File: config.mk
export PLATFORM = sky130hd
export DESIGN_NAME = neuron_backprop_collector
export DESIGN_NICKNAME = d
export VERILOG_FILES = /design/src/rtl/neuron_backprop_collector.sv
export SDC_FILE = /design/constraint.sdc
export NUM_CORES = 1
export LEC_CHECK = 0
export ABC_CLOCK_PERIOD_IN_PS = 6400
export CELL_PAD_IN_SITES_DETAIL_PLACEMENT = 0
export CELL_PAD_IN_SITES_GLOBAL_PLACEMENT = 1
export CORE_ASPECT_RATIO = 1.75
export CORE_MARGIN = 3
export CORE_UTILIZATION = 40
export CTS_BUF_LIST = sky130_fd_sc_hd__clkbuf_16
export DETAILED_ROUTE_END_ITERATION = 16
export GPL_TIMING_DRIVEN = 0
export PLACE_DENSITY = 0.76
export SLEW_MARGIN = 20
export SYNTH_ARGS = -nofsm -noshare
export SYNTH_HDL_FRONTEND = slang
export SYNTH_SLANG_ARGS = --single-unit
File: constraint.sdc
create_clock -name clock -period 6.4 [get_ports clock]
set_input_delay 0.64 -clock clock [delete_from_list [all_inputs] [get_ports clock]]
set_output_delay 0.64 -clock clock [all_outputs]
set_load 0.01 [all_outputs]
File: src/rtl/neuron_backprop_collector.sv
// ---------------------------------------------------------------------------
// neuron_backprop_collector
//
// Serial backward-path aggregator. It takes one neuron's expected_in vector
// per accepted beat and sums the vectors element by element. After NEURONS
// beats it registers the element-wise average and holds it on out_vec until
// the consumer takes it.
//
// Optional feature: define BACKPROP_ROUND_EN to round the average half-up,
// computed as (acc + NEURONS/2) / NEURONS. When it is undefined (the default),
// the average is truncated: acc / NEURONS.
//
// Parameters
//   NEURONS  vectors averaged per result (beats per frame), >= 1
//   LEN      elements per vector
//   DATA_W   element width, equal to $bits(zero2one_t), treated as unsigned
//
// Ports
//   clock       rising-edge clock
//   reset       synchronous, active-high
//   in_valid    a beat is present on in_vec
//   in_ready    the collector accepts a beat this cycle
//   in_vec      one neuron's expected_in vector (LEN x DATA_W)
//   out_valid   the averaged vector is valid
//   out_ready   the consumer takes out_vec this cycle
//   out_vec     element-wise average of NEURONS beats
//   beat_count  beats accepted in the current frame
// ---------------------------------------------------------------------------
module neuron_backprop_collector #(
    parameter int NEURONS = 14,
    parameter int LEN     = 16,
    parameter int DATA_W  = 8,
    localparam int CW     = $clog2(NEURONS + 1)
) (
    input  logic                         clock,
    input  logic                         reset,
    input  logic                         in_valid,
    output logic                         in_ready,
    input  logic [LEN-1:0][DATA_W-1:0]   in_vec,
    output logic                         out_valid,
    input  logic                         out_ready,
    output logic [LEN-1:0][DATA_W-1:0]   out_vec,
    output logic [CW-1:0]                beat_count
);

    // The sum of NEURONS values of DATA_W bits each fits in DATA_W + CW bits.
    localparam int AW = DATA_W + CW;

    typedef enum logic {ACCUM, HOLD} state_t;

    state_t state, state_next;

    logic [LEN-1:0][AW-1:0] acc_p0;
    logic [LEN-1:0][AW-1:0] sum;
    logic                   accept;
    logic                   last_beat;
    logic                   fire;

    // Average of one accumulated element. The quotient is a mean of DATA_W-bit
    // values, so it always fits back into DATA_W bits without saturation.
    function automatic logic [DATA_W-1:0] mean(input logic [AW-1:0] s);
        logic [AW-1:0] q;
`ifdef BACKPROP_ROUND_EN
        q = (s + AW'(NEURONS / 2)) / AW'(NEURONS);
`else
        q = s / AW'(NEURONS);
`endif
        return q[DATA_W-1:0];
    endfunction

    assign accept    = in_valid && in_ready;
    assign last_beat = accept && (beat_count == CW'(NEURONS - 1));
    assign fire      = out_valid && out_ready;

    // The first beat of a frame loads the accumulator and does not add to it,
    // so a stale sum can never leak into a new frame.
    always_comb begin
        sum = '0;
        for (int e = 0; e < LEN; e++) begin
            sum[e] = ((beat_count == '0) ? AW'(0) : acc_p0[e]) + AW'(in_vec[e]);
        end
    end

    always_ff @(posedge clock) begin
        if (reset) begin
            state <= ACCUM;
        end else begin
            state <= state_next;
        end
    end

    always_comb begin
        state_next = state;
        in_ready   = 1'b0;
        out_valid  = 1'b0;
        case (state)
            ACCUM: begin
                in_ready = 1'b1;
                if (last_beat) begin
                    state_next = HOLD;
                end
            end
            HOLD: begin
                out_valid = 1'b1;
                if (fire) begin
                    state_next = ACCUM;
                end
            end
            default: state_next = ACCUM;
        endcase
    end

    // Accumulate stage (acc_p0) feeding the registered average (out_vec).
    always_ff @(posedge clock) begin
        if (reset) begin
            beat_count <= '0;
            acc_p0     <= '0;
            out_vec    <= '0;
        end else if (accept) begin
            acc_p0 <= sum;
            if (last_beat) begin
                beat_count <= '0;
                for (int e = 0; e < LEN; e++) begin
                    out_vec[e] <= mean(sum[e]);
                end
            end else begin
                beat_count <= beat_count + CW'(1);
            end
        end
    end

endmodule

==> out/results.txt <==
clk slew on worst S/H paths - 0.08 ns
Yosys reg bits - 325
final hold vios - 0
Starting Density - 40.48%
Syn Nets - 4770
drt wl/cell - 26.14 µm
Slew @ Worst Pin - 1.243 ns
DP Cell Count - 5809
final setup fails - 0
post-synthesis sequential area ratio - 20.08%
fmax - 157.7 MHz
P per Cell Area - 178.4 nW/µm²
CTS buffer count - 40
Ports - 266
final hold slack - 0.4415 ns
placer congestion estimate - 0.9567
largest net degree at the start of global routing - 14
CTS H-tree depth - 2
Final nets - 5347
Final min period - 6.341 ns
Remaining Overflow, GRT - 0
Synth warnings - 0
DR vias/cell - 6.320
final-layout fill cell count - 7810
first-pass GRT wire length - 235700 µm
P&R area growth vs syn - 35.77%
row cnt - 137
die area - 84590 µm²
Clk Latency, worst-skew pair - 0.61 ns
Hold Path Class - reg2reg
First DRT Iteration DRCs - 2976
die width - 221.1 µm
Post-synth EDFFs - 0
clk sinks - 325
Avg Cell Area, Syn - 7.215 µm²
vias in the first global route - 37554
post-route ant nets - 0
buffers added on ports - 265
Worst Path Arrival - 6.83 ns
Vias - 38819
final cell count without fillers - 6142
final setup TNS - 0 ns
Synth Instances - 4491
Lkg Pwr - 15.96 nW
Primary FF master, synth - dfxtp_1
worst relative slew slack - 17.11%
crit-path max FO - 11
clk_skew - 0.02931 ns
layout cells sized above 1 - 21.76%
CP Capture Type - register
status - completed
antenna violations before repair - 7
Worst Setup Start Kind - register
Root Buffer - clkbuf_16
Critical Path RT - 6.88 ns
RSZ-0062 raised after global routing - false
post-synthesis async set-or-reset flop share - 0%
distinct cell type count after synthesis - 138
clk buf depth - 3
total track usage - 36.31%
area of the core - 80050 µm²
DRC viols - 0
detailed placement HPWL - 114400 µm
most common cell after layout, fill and taps aside - nand2_1
Synth Cell Area - 32400 µm²
worst IR drop on VDD - 0.1709 mV
WS Path Type - reg2reg
overall power - 7.850 mW
router iterations before antenna repair - 8
maxcap violations - 0
CTS tree - built
Routed WL - 160600 µm
most frequent cells in the layout - 588 x nand2_1, 400 x a21oi_1, 388 x nor2_1
Die Span Y - 382.5 µm
Final Cycle Share - 99.08%
Slew Limit Fails - 0
==> final cells by class <==
cell class                 count  area, µm²  share of cell area (%)
antenna                        3      7.507                 0.01707
buffer                       210       1361                   3.095
clock inverter                30      232.7                  0.5290
tap                         1042       1304                   2.964
clock buffer                  41       1026                   2.332
timing repair buffer         559       5176                   11.77
sequential                   325       6514                   14.81
inverter                      71      266.5                  0.6058
multi-input combinational   3861      28100                   63.88
==> state kept, by name, summed over array words and instances, names as in the netlist <==
register and flops:
beat_count 4, out_vec 128, state 1, acc_p0 192
==> final timing paths <==
path,start,to,slack (ns),cells past startpoint
setup reg to reg,beat_count[0],out_vec[8],0.06,23
hold reg to reg,out_vec[89],out_vec[89],0.44,2
setup / recovery,beat_count[0],out_vec[8],0.06,23
hold / removal,out_vec[89],out_vec[89],0.44,2
==> metrics by stage <==
| step | setup slack, ns | util (%) | cell area, µm² |
|---|---|---|---|
| floorplan | -0.02154 | - | 32610 |
| global placement | -2.674 | 45.68 | 36570 |
| detailed placement | -2.371 | 46.09 | 36890 |
| CTS | -0.4037 | 54.76 | 43830 |
| global route | 0.02645 | 54.94 | 43980 |
| finish | 0.05872 | 54.95 | 43990 |
==> kinds of logic (layout without fill, tap and decap cells) <==
kind of cell               count (synthesis)  after routing  synth area share (%)
and+or+nand+nor                         1820           1820                 26.97
AOI/OAI and AO/OA                       1570           1570                 33.38
DFF                                      325            325                 20.08
buffers and inverters                    307            911                 3.966
xor gates and xnor gates                 206            206                 5.723
adders and majority gates                194            194                 7.530
muxes                                     69             71                 2.348
other                                      0              3                     0
==> critical path: stages (launching register included) <==
cell and delay, ns:
dfxtp_4 0.36, inv_2 0.06, ha_4 0.12, nor3b_4 0.41, buf_6 0.28, buf_6 0.28
buf_6 0.32, buf_6 0.27, buf_4 0.39, clkbuf_4 0.49, clkbuf_4 0.44, clkbuf_2 0.42
nor4_1 0.16, o211ai_1 0.24, o211ai_1 0.15, clkbuf_4 0.19, buf_4 0.14, or3_1 0.33
and2_1 0.18, a21oi_1 0.13, o21ai_1 0.09, mux2_2 0.27, and3_1 0.17, a211o_1 0.25
==> where the power goes <==
group / total, mW / switching [mW] / leakage (nW) / internal (mW)
clock network: 2.37 / 1.09 / 0.635 / 1.29
logic: 3.35 / 2.04 / 12.7 / 1.31
registers: 2.12 / 0.0318 / 2.65 / 2.09
==> timing repair <==
action                                  in CTS  in global routing
hold buffers                                 0                  0
buffers inserted                           269                 11
gates cloned                                 5                  0
gates resized for setup                    743                 40
pin swaps                                  249                 31
endpoints found under the setup margin     113                 46
==> per-layer routing <==
| metal | up-vias | track usage [%] | wire, µm |
|---|---|---|---|
| met3 | 605 | 5.984 | 11770 |
| met4 | 0 | 31.65 | 16940 |
| li1 | 17921 | - | - |
| met1 | 18560 | 40.81 | 59300 |
| met5 | - | 0 | 0 |
| met2 | 1733 | 59.47 | 72560 |
==> synth_stat cells, types with 57 or more instances <==
cell	n	area, µm²
and2_1	175	1095
nand3_1	124	620.6
ha_1	131	1639
dfxtp_1	325	6506
nand2_1	606	2275
xor2_1	80	700.7
clkbuf_1	187	701.9
o21ai_0	228	1141
inv_1	71	266.5
a211oi_1	137	1028
o21a_1	60	450.4
a21o_1	70	525.5
nor3_1	158	790.8
a31oi_1	57	356.6
o211ai_1	72	540.5
nor2_1	419	1573
xnor2_1	122	1069
a21oi_1	435	2177
No activity file was read; power rests on OpenSTA's default activity.
